$ cat src/rtl/wm_pkg.sv
// Shared encodings and thresholds for the washing-machine controller and its timer.
package wm_pkg;

   typedef enum logic [2:0] {
      ST_IDLE  = 3'b000,
      ST_FILL  = 3'b001,
      ST_WASH  = 3'b011,
      ST_RINSE = 3'b010,
      ST_SPIN  = 3'b110,
      ST_PAUSE = 3'b111
   } wm_state_e;

   typedef enum logic [1:0] {
      FREQ_1X = 2'b00,
      FREQ_2X = 2'b01,
      FREQ_4X = 2'b10,
      FREQ_8X = 2'b11
   } wm_freq_e;

   localparam logic [2:0] ONE_MIN      = 3'd1;
   localparam logic [2:0] TWO_MIN      = 3'd2;
   localparam logic [2:0] FIVE_MIN     = 3'd5;
   localparam logic [2:0] MAX_MIN      = 3'd7;
   localparam int         SECS_PER_MIN = 60;
   localparam logic [1:0] WASH_SAT     = 2'b11;

endpackage

$ cat src/rtl/wm_timer_if.sv
// Controller <-> timer signal bundle; the controller drives strobes, the timer answers with flags.
interface wm_timer_if;

   logic [1:0] WM_TIMER_clk_freq;
   logic       WM_TIMER_cnt_en;
   logic       WM_TIMER_cnt_done;
   logic [2:0] WM_TIMER_state;
   logic       WM_TIMER_one_min;
   logic       WM_TIMER_two_min;
   logic       WM_TIMER_five_min;
   logic [1:0] WM_TIMER_wash_count;

   modport master (
      output WM_TIMER_clk_freq, WM_TIMER_cnt_en, WM_TIMER_cnt_done, WM_TIMER_state,
      input  WM_TIMER_one_min, WM_TIMER_two_min, WM_TIMER_five_min, WM_TIMER_wash_count
   );

   modport slave (
      input  WM_TIMER_clk_freq, WM_TIMER_cnt_en, WM_TIMER_cnt_done, WM_TIMER_state,
      output WM_TIMER_one_min, WM_TIMER_two_min, WM_TIMER_five_min, WM_TIMER_wash_count
   );

endinterface

$ cat src/rtl/wm_prescaler.sv
// Divides the machine clock down to a one-second strobe whose period tracks the selected clock rate.
module wm_prescaler #(
   parameter int CYCLES_PER_SEC_BASE = 1000000,
   parameter int TICK_W              = 23
) (
   input  logic       WMFSM_CLK,
   input  logic       WMFSM_RST,
   input  logic       en,
   input  logic       clr,
   input  logic [1:0] clk_freq,
   output logic       sec_tick
);

   localparam logic [TICK_W-1:0] BASE = TICK_W'(CYCLES_PER_SEC_BASE);

   logic [TICK_W-1:0] tick;
   logic [TICK_W-1:0] tc;
   logic              at_tc;

   // >= rather than == so a rate drop mid-second fires on the next enabled edge instead of wrapping.
   assign tc       = (BASE << clk_freq) - TICK_W'(1);
   assign at_tc    = (tick >= tc);
   assign sec_tick = en & ~clr & at_tc;

   always_ff @(posedge WMFSM_CLK or posedge WMFSM_RST) begin
      if (WMFSM_RST) begin
         tick <= '0;
      end else if (clr) begin
         tick <= '0;
      end else if (en) begin
         if (at_tc) begin
            tick <= '0;
         end else begin
            tick <= tick + TICK_W'(1);
         end
      end
   end

endmodule

$ cat src/rtl/wm_timer.sv
// Phase timer for the washing-machine controller: minute flags and a count of finished wash phases.
module wm_timer
   import wm_pkg::*;
#(
   parameter int CYCLES_PER_SEC_BASE = 1000000,
   parameter int TICK_W              = 23
) (
   input  logic        WM_TIMER_CLK,
   input  logic        WM_TIMER_RST,
   wm_timer_if.slave   bus
);

   logic       sec_tick;
   logic [5:0] seconds;
   logic [2:0] minutes;
   logic [1:0] wash_count;

   wm_prescaler #(
      .CYCLES_PER_SEC_BASE (CYCLES_PER_SEC_BASE),
      .TICK_W              (TICK_W)
   ) u_prescaler (
      .WMFSM_CLK (WM_TIMER_CLK),
      .WMFSM_RST (WM_TIMER_RST),
      .en        (bus.WM_TIMER_cnt_en),
      .clr       (bus.WM_TIMER_cnt_done),
      .clk_freq  (bus.WM_TIMER_clk_freq),
      .sec_tick  (sec_tick)
   );

   // Minutes saturate rather than wrap so a stalled phase never looks like a fresh one.
   always_ff @(posedge WM_TIMER_CLK or posedge WM_TIMER_RST) begin
      if (WM_TIMER_RST) begin
         seconds <= '0;
         minutes <= '0;
      end else if (bus.WM_TIMER_cnt_done) begin
         seconds <= '0;
         minutes <= '0;
      end else if (sec_tick) begin
         if (seconds == 6'(SECS_PER_MIN - 1)) begin
            seconds <= '0;
            if (minutes != MAX_MIN) begin
               minutes <= minutes + 3'd1;
            end
         end else begin
            seconds <= seconds + 6'd1;
         end
      end
   end

   always_ff @(posedge WM_TIMER_CLK or posedge WM_TIMER_RST) begin
      if (WM_TIMER_RST) begin
         wash_count <= '0;
      end else if (bus.WM_TIMER_state == ST_IDLE) begin
         wash_count <= '0;
      end else if ((bus.WM_TIMER_state == ST_WASH) && bus.WM_TIMER_cnt_done
                   && (wash_count != WASH_SAT)) begin
         wash_count <= wash_count + 2'd1;
      end
   end

   assign bus.WM_TIMER_one_min    = (minutes == ONE_MIN);
   assign bus.WM_TIMER_two_min    = (minutes == TWO_MIN);
   assign bus.WM_TIMER_five_min   = (minutes == FIVE_MIN);
   assign bus.WM_TIMER_wash_count = wash_count;

endmodule

$ cat src/flat_wrapper.sv
// flat-port wrapper written by rule: the top's interface ports become plain ports
module wm_timer_flat import wm_pkg::*;
#(
   parameter int CYCLES_PER_SEC_BASE = 1000000,
   parameter int TICK_W              = 23
)
  (WM_TIMER_CLK, WM_TIMER_RST, bus_WM_TIMER_clk_freq, bus_WM_TIMER_cnt_en, bus_WM_TIMER_cnt_done, bus_WM_TIMER_state, bus_WM_TIMER_one_min, bus_WM_TIMER_two_min, bus_WM_TIMER_five_min, bus_WM_TIMER_wash_count);
  wm_timer_if bus_i ();
  input  logic WM_TIMER_CLK;
  input  logic WM_TIMER_RST;
  input wire logic [$bits(bus_i.WM_TIMER_clk_freq)-1:0] bus_WM_TIMER_clk_freq;
  input wire logic [$bits(bus_i.WM_TIMER_cnt_en)-1:0] bus_WM_TIMER_cnt_en;
  input wire logic [$bits(bus_i.WM_TIMER_cnt_done)-1:0] bus_WM_TIMER_cnt_done;
  input wire logic [$bits(bus_i.WM_TIMER_state)-1:0] bus_WM_TIMER_state;
  output wire logic [$bits(bus_i.WM_TIMER_one_min)-1:0] bus_WM_TIMER_one_min;
  output wire logic [$bits(bus_i.WM_TIMER_two_min)-1:0] bus_WM_TIMER_two_min;
  output wire logic [$bits(bus_i.WM_TIMER_five_min)-1:0] bus_WM_TIMER_five_min;
  output wire logic [$bits(bus_i.WM_TIMER_wash_count)-1:0] bus_WM_TIMER_wash_count;
  assign bus_i.WM_TIMER_clk_freq = bus_WM_TIMER_clk_freq;
  assign bus_i.WM_TIMER_cnt_en = bus_WM_TIMER_cnt_en;
  assign bus_i.WM_TIMER_cnt_done = bus_WM_TIMER_cnt_done;
  assign bus_i.WM_TIMER_state = bus_WM_TIMER_state;
  assign bus_WM_TIMER_one_min = bus_i.WM_TIMER_one_min;
  assign bus_WM_TIMER_two_min = bus_i.WM_TIMER_two_min;
  assign bus_WM_TIMER_five_min = bus_i.WM_TIMER_five_min;
  assign bus_WM_TIMER_wash_count = bus_i.WM_TIMER_wash_count;
  wm_timer #(.CYCLES_PER_SEC_BASE(CYCLES_PER_SEC_BASE), .TICK_W(TICK_W)) u_core (.WM_TIMER_CLK(WM_TIMER_CLK), .WM_TIMER_RST(WM_TIMER_RST), .bus(bus_i));
endmodule
$ cat config.mk
export PLATFORM = sky130hd
export DESIGN_NAME = wm_timer_flat
export DESIGN_NICKNAME = d
export VERILOG_FILES = /design/src/rtl/wm_pkg.sv /design/src/rtl/wm_timer_if.sv /design/src/rtl/wm_prescaler.sv /design/src/rtl/wm_timer.sv /design/src/flat_wrapper.sv
export SDC_FILE = /design/constraint.sdc
export NUM_CORES = 1
export LEC_CHECK = 0
export BUFFER_PORTS_ARGS = -buffer_cell sky130_fd_sc_hd__buf_2
export CORE_UTILIZATION = 41
export DETAILED_ROUTE_END_ITERATION = 12
export GPL_TIMING_DRIVEN = 0
export MAX_ROUTING_LAYER = met4
export SLEW_MARGIN = 30
export SYNTH_ARGS = -nofsm -noshare
export SYNTH_HDL_FRONTEND = slang
export SYNTH_HIERARCHICAL = 1
export SYNTH_SLANG_ARGS = --single-unit
$ cat constraint.sdc
create_clock -name WM_TIMER_CLK -period 3.4 [get_ports WM_TIMER_CLK]
set_input_delay 0.68 -clock WM_TIMER_CLK [delete_from_list [all_inputs] [get_ports WM_TIMER_CLK]]
set_output_delay 0.68 -clock WM_TIMER_CLK [all_outputs]
set_load 0.02 [all_outputs]
==> metrics.cfg <==
[outcome]
status = complete, but fails checks
violations = setup timing

[worst_setup_path]
path_cells = buf_12 -> inv_8 -> ha_4 -> inv_4 -> or3_4 -> or2_4 -> ha_4 -> nand2_4 -> nor4_4 -> a22oi_2 -> and3_4 -> nor3_2 -> buf_4 -> nand4_1 -> nor3_4 -> mux2_4
start_kind = primary input
cpPeakStageDelay_ns = 0.35
r2r_start = u_core/u_prescaler/tick[16]
worstPathMaxFanout = 4
critPathSlowestCell = or3_4
worstSetupStartpoint = bus_WM_TIMER_clk_freq[0]
crit_top_cell = ha_4
cp.buffers_inverters = 4
worstPathArrival_ns = 3.70
endpoint_kind = flop
crit_type = in -> reg
worst_ep_required_time_ns = 3.57
crit_family = simple AND/OR/NAND/NOR gates

[yosys]
synth_top_area_cell = dfrtp_1
netlist_area_um2 = 2620
yosys_warnings = 6
synth_edf_count = 0
yosys-top-cells-area = dfrtp_1 (33%), ha_1 (15%), nand2_1 (5.0%), nand3_1 (4.0%), nor2_1 (3.2%)
avgSynthCellArea_um2 = 8.84
synth_nets = 336
syn_inst = 296
ys.flop_type = dfrtp_1
async_flop_share_pct = 100
yosysTopAreaCellShare_pct = 32.5
synth.distinct_cells = 53
ys_ff_latch = 34
yosysSeqAreaShare_pct = 32.5

[clock_tree]
cts_sinks = 34
cts_tree = built
insertion_delay_ns = 0.29
hold_buffers = 0
cts_made_buffers = 5
htreeDepth = 2
clk_pin_slew_ns = 0.07
clockBufferDepth = 2
clock-root-buffer = clkbuf_8

[power]
p_per_area_nw_per_um2 = 262
power_switching_mw = 0.222
p_sw_share_pct = 26.6
pwr-share-clk_pct = 37.4
peakVddDrop_mv = 0.194
internal_power_mw = 0.612
seq_power_share_pct = 49.7
combPwrFrac_pct = 12.9
power_leakage_nw = 1.33

[floorplanning]
die_height_um = 81.9
die_area_um2 = 6700
dieWidth_um = 81.9
core_area_um2 = 6030
io_pins = 14
fp-row-count = 28
initial_core_util_pct = 43.4

[route]
viasPerCell = 5.91
wl_mm = 6.88
drt_iter0_drc = 190
vias = 2383
drc_errors = 0
wire_per_inst_um = 17.1
dr.pass1.iters = 4
antenna_left = 0

[sta]
hold_ws_ns = 0.396
fmax_mhz = 283
skew_ns = 0.00560
worst_pin_slew_ns = 0.678
min_period_over_period_pct = 104
slew_headroom_pct = 54.4
fin_tns_setup_ns = -0.353
grt_setup_unrepaired = true
setup_viol = 3
slew_viol_final = 0
hold_viol = 0
setup_slack_ns = -0.131
layout_min_cycle_time_ns = 3.53

[finish]
num-fill-cells = 570
finalNetCount = 367
layout-drive-gt1-share_pct = 22.9
syn_to_final_growth_pct = 21.7
n_antenna_cell = 0

[global_route]
grt_overflow_total = 0
grt_usage_pct = 23.5
antenna_found_initial = 0
grt_max_degree = 24
grt_first_pass_wirelength_mm = 11.4
grt_pass1_vias = 2324

[place]
gp_congestion = 0.844
io_buffer_count = 12
place_ws_ns = -1.04
dp_hpwl_mm = 4.78

[hold_path]
hp-class = in -> async

[run]
max_cap_viol_count = 0

[path summary, 6_finish.rpt]
| path | cells after the start | end | slack [ns] |
|---|---|---|---|
| max in group asynchronous | 2 | u_core/u_prescaler/tick[22] | 2.61 |
| worst max-delay path | 16 | u_core/minutes[1] | -0.13 |
| worst min-delay path | 2 | u_core/bus.WM_TIMER_wash_count[1] | 0.40 |
| worst max register to register | 10 | u_core/minutes[1] | 0.39 |
| min in group WM_TIMER_CLK | 2 | u_core/u_prescaler/tick[1] | 0.57 |
| worst min register to register | 2 | u_core/u_prescaler/tick[1] | 0.57 |
[cells in the mapped netlist (4+ instances only)]
| cell type | number |
|---|---|
| or4_1 | 7 |
| inv_1 | 14 |
| o21ai_0 | 5 |
| or3_1 | 4 |
| dfrtp_1 | 34 |
| nor3_1 | 9 |
| and3_1 | 7 |
| clkbuf_1 | 8 |
| nand4_1 | 7 |
| nand3_1 | 21 |
| a31oi_1 | 12 |
| ha_1 | 31 |
| nand2_1 | 35 |
| nor2_1 | 22 |
| mux2_2 | 4 |
| a21oi_1 | 13 |
| o31ai_1 | 4 |
[metal layers]
metal | global-route usage [%] | wire [um] | part of all wire (%)
met5 | - | 0 | 0
met4 | 8.25 | 85 | 1.2
met3 | 3.67 | 374 | 5.4
met2 | 38.3 | 3290 | 48
met1 | 29.4 | 3130 | 45
[layout make-up]
class | count | area (um2) | area share (%)
buffer | 11 | 50.0 | 1.57
timing repair buffer | 26 | 199 | 6.25
inverter | 15 | 72.6 | 2.28
multi-input combinational | 234 | 1830 | 57.4
clock buffer | 7 | 86.3 | 2.71
clock inverter | 1 | 5.00 | 0.157
sequential | 34 | 851 | 26.7
tap | 75 | 93.8 | 2.95
[kinds of logic after synthesis]
group	Yosys count	synth area share, %
compound gates	58	16.4
xor+xnor	3	1.00
fa+ha+maj	31	14.8
buf+inv	28	4.69
flops	34	32.5
mux	6	2.49
simple gates	136	28.1
[layout by cell type (no fill, tap or decap), drive strengths merged, types with 4 or more instances in the layout]
cell / Yosys / final
a21oi: 13 / 13
a31oi: 12 / 12
and3: 7 / 7
buf: 5 / 29
clkbuf: 8 / 15
dfrtp: 34 / 34
ha: 31 / 31
inv: 14 / 13
mux2: 4 / 4
nand2: 35 / 35
nand3: 23 / 23
nand4: 7 / 7
nor2: 22 / 22
nor3: 10 / 10
nor4: 5 / 5
o21ai: 5 / 5
o31ai: 4 / 4
or3: 5 / 5
or4: 7 / 7
[metrics by stage]
stage	power, mW	cells	area, um2	utilization, %
after detailed placement	0.510	383	2840	47.2
after global routing	0.872	403	3180	52.8
final	0.834	403	3180	52.8
after CTS	0.834	402	3100	51.5
after global placement	0.508	383	2840	47.2
after floorplan	0.478	296	2690	-
[state kept, by name, summed over array words and instances, names as in the netlist]
| register | cells |
|---|---|
| u_core/minutes | 3 |
| u_core/u_prescaler/tick | 23 |
| u_core/seconds | 6 |
| u_core/bus.WM_TIMER_wash_count | 2 |
[power groups by stage]
stage               Sequential (mW)  Clock, mW  Combinational, mW
floorplan                     0.425          0             0.0527
CTS                           0.414      0.320             0.0995
detailed placement            0.422          0             0.0881
global placement              0.422          0             0.0865
global route                  0.415      0.336              0.120
finish                        0.414      0.312              0.108
[what timing repair did]
| action | CTS | global route |
|---|---|---|
| pin swaps | 7 | 11 |
| resized for setup | 20 | 14 |
| endpoints found under the setup margin | 10 | 22 |
| setup buffers | 12 | 3 |
No activity file was read; power rests on OpenSTA's default activity.
